### src/rtl/fifo_uart_tx.sv
// Pops words from the async FIFO read side and sends each one as a UART frame, LSB first, with optional parity.
// Latency: a word seen in IDLE at edge N gives start bit, busy and r_inc at N+1. Frames run back-to-back without a gap.
// Backpressure: pops only while the FIFO is not empty. Define FIFO_UART_TX_STOP2_EN to send two stop bits.
module fifo_uart_tx #(
    parameter int data_width     = 8,
    parameter int prescale_width = 6
) (
    input  logic                      clk,
    input  logic                      rst,
    input  logic                      empty,
    input  logic [data_width-1:0]     rd_data,
    input  logic                      par_en,
    input  logic                      par_typ,
    input  logic [prescale_width-1:0] prescale,
    output logic                      r_inc,
    output logic                      tx_out,
    output logic                      busy
);

    localparam int cnt_w = $clog2(data_width + 1);
`ifdef FIFO_UART_TX_STOP2_EN
    localparam int stop_bits = 2;
`else
    localparam int stop_bits = 1;
`endif

    typedef enum logic [2:0] {IDLE, START, DATA, PARITY, STOP} state_t;

    state_t                    state;
    state_t                    state_nxt;
    logic [prescale_width-1:0] pcnt;
    logic [prescale_width-1:0] p_q;
    logic [prescale_width-1:0] p_eff;
    logic [cnt_w-1:0]          bit_cnt;
    logic [data_width-1:0]     shreg;
    logic                      par_en_q;
    logic                      par_bit_q;
    logic                      bit_end;
    logic                      last_data;
    logic                      last_stop;
    logic                      capture;

    assign p_eff     = (prescale == '0) ? prescale_width'(1) : prescale;
    assign bit_end   = (pcnt == p_q - prescale_width'(1));
    assign last_data = (bit_cnt == cnt_w'(data_width - 1));
    // bit_cnt also indexes the stop bits, so two stop bits need no extra counter
    assign last_stop = (bit_cnt == cnt_w'(stop_bits - 1));
    assign busy      = (state != IDLE);

    always_ff @(posedge clk) begin
        if (!rst) begin
            state <= IDLE;
        end else begin
            state <= state_nxt;
        end
    end

    always_comb begin
        state_nxt = state;
        capture   = 1'b0;
        case (state)
            IDLE: begin
                if (!empty) begin
                    capture   = 1'b1;
                    state_nxt = START;
                end
            end
            START: begin
                if (bit_end) state_nxt = DATA;
            end
            DATA: begin
                if (bit_end && last_data) state_nxt = par_en_q ? PARITY : STOP;
            end
            PARITY: begin
                if (bit_end) state_nxt = STOP;
            end
            STOP: begin
                if (bit_end && last_stop) begin
                    if (!empty) begin
                        capture   = 1'b1;
                        state_nxt = START;
                    end else begin
                        state_nxt = IDLE;
                    end
                end
            end
            default: state_nxt = IDLE;
        endcase
    end

    always_ff @(posedge clk) begin
        if (!rst) begin
            r_inc     <= 1'b0;
            pcnt      <= '0;
            p_q       <= '0;
            bit_cnt   <= '0;
            shreg     <= '0;
            par_en_q  <= 1'b0;
            par_bit_q <= 1'b0;
        end else begin
            r_inc <= capture;

            if (state == IDLE || bit_end) begin
                pcnt <= '0;
            end else begin
                pcnt <= pcnt + prescale_width'(1);
            end

            if (state_nxt != state) begin
                bit_cnt <= '0;
            end else if (bit_end && (state == DATA || state == STOP)) begin
                bit_cnt <= bit_cnt + cnt_w'(1);
            end

            if (capture) begin
                shreg     <= rd_data;
                p_q       <= p_eff;
                par_en_q  <= par_en;
                par_bit_q <= (^rd_data) ^ par_typ;
            end else if (state == DATA && bit_end) begin
                shreg <= shreg >> 1;
            end
        end
    end

    always_comb begin
        tx_out = 1'b1;
        case (state)
            START:   tx_out = 1'b0;
            DATA:    tx_out = shreg[0];
            PARITY:  tx_out = par_bit_q;
            default: tx_out = 1'b1;
        endcase
    end

endmodule

### config.mk
export PLATFORM = sky130hd
export DESIGN_NAME = fifo_uart_tx
export DESIGN_NICKNAME = d
export VERILOG_FILES = /design/src/rtl/fifo_uart_tx.sv
export SDC_FILE = /design/constraint.sdc
export NUM_CORES = 1
export LEC_CHECK = 0
export CORE_UTILIZATION = 58
export DETAILED_ROUTE_END_ITERATION = 8
export PLACE_DENSITY = 0.84
export SETUP_SLACK_MARGIN = 0.15
export SYNTH_ARGS = -nofsm -noshare
export SYNTH_HDL_FRONTEND = slang
export SYNTH_SLANG_ARGS = --single-unit
### constraint.sdc
create_clock -name clk -period 4.04 [get_ports clk]
set_input_delay 0.606 -clock clk [delete_from_list [all_inputs] [get_ports clk]]
set_output_delay 0.606 -clock clk [all_outputs]
set_load 0.1 [all_outputs]
# Yosys cells after proc, flatten, opt, wreduce, memory -nomap -nowiden
# Cells that the tools add are included.
# word_totals
in_bits	19
elab_cells	49
out_inout_bits	3
ff_bits	30
# classes
n_reduce_logical	14
n_bitwise	2
addsub	3
n_mux	15
eq_ne	7
# op_table
cell	n
$mux 3	6
$mux 8	2
$pmux 3 s5	1
$reduce_xor 8->1	1
$add 6x1->6 const B	1
$eq 3x2->1 const B	2
$eq 6x6->1	1
$logic_not 6->1	1
$mux 6	1
$sub 6x1->6 const B	1
$add 4x1->4 const B	1
$eq 4x3->1 const B	1
$logic_and 1x1->1	4
$logic_not 4->1	1
$reduce_or 2->1	2
$eq 3x1->1 const B	1
$eq 3x3->1 const B	1
$logic_not 3->1	1
$mux 1	3
$ne 3x3->1	1
$pmux 1 s3	1
$reduce_bool 3->1	1
$logic_or 1x1->1	2
$pmux 1 s2	1
3 further kinds	3

# Logic depth before layout (Yosys ltp)
# logic_depth
word_depth	7
depth_mapped	10
ltp_nobuf	8

# Worst setup path before layout
# OpenSTA, ideal clock, no wires.
# synth_timing
kind	register to register
startpoint	register p_q[0]
endpoint	register p_q[1]
setup_time_ns	0.128
stages_incl_launch_ff	8
slack_ns	1.613
t_arrival_ns	2.299
period_less_slack_ns	2.427
path_buffers	1
t_required_ns	3.912
cell_sequence	dfxtp_1 -> or4_1 -> or3_4 -> a211o_1 -> o31ai_4 -> buf_8 -> mux2i_1 -> nor2_1
# synth_via
elab_chain_len	5
# synth_lines
item	line_no	source
from (decl)	32	logic [prescale_width-1:0] p_q;
from (signal assigned)	117	p_q <= p_eff;
$sub 6x1->6	44	assign bit_end = (pcnt == p_q - prescale_width'(1));
$eq 6x6->1	44	
$logic_and 1x1->1	78	if (bit_end && last_stop) begin
$mux 1	78	
$pmux 1 s2	61	case (state)
# No other way between the ends.
# A chain may end at the register's enable or synchronous reset.

# Worst setup path after layout
# layout_timing
startpoint	register state[1]
endpoint	output port tx_out
# layout_via
elab_chain_len	2
# layout_lines
item	line_no	source
from (decl)	29	state_t state;
from (signal assigned)	54	state <= state_nxt;
$eq 3x2->1 / $eq 3x1->1 (equally long branches)	128	case (state)
$pmux 1 s3 *	128	
to (decl)	16	output logic tx_out,
# Mark *: on every way between the ends. The rest lies on a longest branch, timed or not.

==> results.py <==
metrics = {
    "clocking": {
        "clockRootBuffer": "clkbuf_4",
        "path_clk_slew_ps": 80,
        "cts_made_buffers": 5,
        "post_cts_buffers": 0,
        "cts_tree": "done",
        "cts_htree_levels": 2,
        "clock-sinks": 30,
        "cts-hold-fix-buffers": 0,
        "clock_latency_ps": 310,
        "post_cts_resized": 0,
        "cts_buffer_depth": 2,
    },
    "min_path": {
        "hold_class": "reg -> reg",
        "min_path_cells": 2,
        "min_from": "shreg[1]",
    },
    "sta": {
        "finClkSkew_ps": 5.13,
        "max_slew.worst_pin.slew_ps": 962,
        "rsz0062_at_grt": "no",
        "fin_crit_ps": 3010,
        "finalHoldViolCount": 0,
        "setup_viol": 0,
        "tns_ps": 0,
        "finalCritPeriodShare": 0.746,
        "relSlewSlack": 0.357,
        "drv_slew": 0,
        "fmaxAchievable_ghz": 0.332,
    },
    "power_and_ir_drop": {
        "seqPwrFrac": 0.513,
        "totalPowerFinal_mw": 0.631,
        "switching_power_mw": 0.191,
        "ir_drop_mv": 0.328,
        "p_comb_frac": 0.238,
        "switching_share": 0.303,
        "p_per_area_nw_per_um2": 334,
        "p_int_mw": 0.440,
        "p_leak_nw": 0.674,
        "clockPowerShare": 0.248,
    },
    "global_route": {
        "grt_pass1_vias": 1273,
        "antenna_found_initial": 0,
        "grtUsageMet1": 0.264,
        "grt_pass1_wl_mm": 5.46,
        "track_usage": 0.225,
        "grt_use_met2": 0.387,
        "busiest_layer": "met2",
        "grt_start_max_net_pins": 20,
        "met3_usage": 0.0562,
        "grt_remaining_overflow": 0,
    },
    "yosys": {
        "synth_nets": 206,
        "ys_types": 46,
        "synth_cells": 183,
        "synth_simple_gate_area_share": 0.209,
        "synth_area_um2": 1640,
        "synth_top_family_by_area": "simple AND/OR/NAND/NOR gates",
        "ys_dominant_reg_cell": "dfxtp_1",
        "async_reset_ff_frac": 0,
        "synth-xor-area-share": 0.123,
        "ys_ff_latch": 30,
        "synthTopCellsByArea": "dfxtp_1, xnor2_1, nor2_1",
        "yosys.area.top_type": "dfxtp_1",
        "yosysTopAreaCellShare": 0.366,
        "synth_fa_ha_area_frac": 0.0305,
        "synth-compound-area-share": 0.179,
        "synth_warnings": 0,
        "synth_mux_area_frac": 0.0488,
        "avgSynthCellArea_um2": 8.97,
        "synth-edff-count": 0,
        "yosysSeqAreaShare": 0.366,
    },
    "critical_path": {
        "crit_fanout": 13,
        "cp-start-kind": "register",
        "worstPathCellList": "nor3b_1 -> a21oi_1 -> or2_2 -> clkdlybuf4s50_1",
        "arrival_ps": 2410,
        "crit_start": "state[1]",
        "slowest_stage": "clkdlybuf4s50_1",
        "end_kind": "output port",
        "timing.rr.start": "p_q[0]",
        "r2r_cells": 6,
        "critPathKind": "reg -> out",
        "cp_slowest_stage_delay_ps": 960,
        "required_ps": 3430,
    },
    "final_layout": {
        "num-nets-final": 226,
        "design_area_um2": 1890,
        "final.fill_count": 191,
        "diodes": 0,
        "area_growth_syn_to_layout_pct": 15.0,
        "drive_above_1_share": 0.0690,
        "post-route-util": 0.735,
    },
    "routing": {
        "firstDrtPassIters": 4,
        "wire_per_inst_um": 14.1,
        "vias": 1375,
        "drt_iter0_drc": 55,
        "vias_per_cell": 5.90,
        "postRouteAntennaNets": 0,
        "drt_wl_total_mm": 3.28,
        "drc": 0,
    },
    "placement": {
        "portBuffers": 21,
        "gp_congestion": 0.848,
        "dp_hpwl_mm": 2.46,
        "place_area_um2": 1840,
    },
    "flow_run": {
        "cap_violations": 0,
    },
    "outcome": {
        "status": "completed",
    },
    "floorplanning": {
        "fp.dieH_um": 55.2,
        "die_w_um": 55.2,
        "design.core.area_um2": 2570,
        "rows": 18,
        "dieArea_um2": 3050,
        "ios": 22,
        "start_util": 0.639,
    },
}
## final timing paths
kind,to,slack (ps)
max reg2reg,shreg[2],1220
max,tx_out,1030
min reg2reg,shreg[1],480
min,shreg[1],480
## per-stage QoR
stage                     hold slack [ps]  setup slack (ps)  std cells
after floorplan                       436              1610        183
after global placement                454              1300        226
after detailed placement              464              1250        226
after CTS                             476              1020        233
after global routing                  496               856        233
final                                 475              1030        233
## power groups by stage
| stage | Sequential, mW | Clock, mW | Combinational (mW) |
|---|---|---|---|
| after floorplan | 0.330 | 0 | 0.110 |
| after global placement | 0.330 | 0 | 0.145 |
| after detailed placement | 0.331 | 0 | 0.151 |
| after CTS | 0.324 | 0.162 | 0.152 |
| after global routing | 0.326 | 0.171 | 0.162 |
| final | 0.324 | 0.157 | 0.150 |
## Yosys cell counts (2+ instances only)
library cell   n
mux2i_1        8
a211o_1        2
dfxtp_1       30
nand4_1        2
inv_1          6
nand2_1        5
a211oi_1       2
a21oi_1       12
and2_1         2
xor2_1         8
nor2_1        23
a22oi_1        6
nand3_1       14
ha_1           4
xnor2_1       15
clkbuf_1       5
nor3_1         2
and3_1         2
or2_2          2
or4_1          2
nor3b_1        2
a211oi_2       2
o21ai_0        4
## flip-flops by register name, indices dropped and copies added, names as in the netlist
name and flops:
shreg 8, state 3, par_en_q 1, bit_cnt 4, par_bit_q 1, r_inc 1
pcnt 6, p_q 6
## kinds of logic (layout without fill, tap and decap cells)
| group | after synthesis | in the layout |
|---|---|---|
| buffers and inverters | 15 | 35 |
| and+or+nand+nor | 65 | 65 |
| muxes | 8 | 8 |
| AOI/OAI and AO/OA | 38 | 38 |
| adders and majority gates | 4 | 4 |
| xor gates and xnor gates | 23 | 23 |
| DFF | 30 | 30 |
## metal layers
layer  wire [um]  share of wire
met1        1490           0.46
met2        1630           0.50
met3         115          0.035
met4          45          0.014
met5           0              0
## critical path: cells and delay by family (launching register included)
family,cells,cell delay [ps]
AO/OA/AOI/OAI,1,60
buffers and inverters,1,960
flip-flops,1,560
AND/OR/NAND/NOR,2,510
## final cells by class
cell class	count	area [um2]	area share
repair buffers	21	210	0.111
inverters	7	26.3	0.0139
clock buffers	7	45.0	0.0239
well taps	30	37.5	0.0199
flip-flops and latches	30	601	0.318
multi-input cells	138	968	0.513
## placed cells by master, fill, tap and decap left out, types with 2 or more instances in the layout
master            n
a211oi_2          2
a211oi_1          2
a21oi_1          12
inv_1             6
xnor2_1          15
ha_1              4
nor3_1            2
nand2_1           5
nor3b_1           2
a211o_1           2
o21ai_0           4
and3_1            2
clkdlybuf4s50_1  21
a22oi_1           6
xor2_1            8
and2_1            2
nand3_1          14
or4_1             2
or2_2             2
clkbuf_1          2
mux2i_1           8
dfxtp_1          30
clkbuf_4          5
nor2_1           23
nand4_1           2
Note: power is estimated with default switching activity, not from simulation.
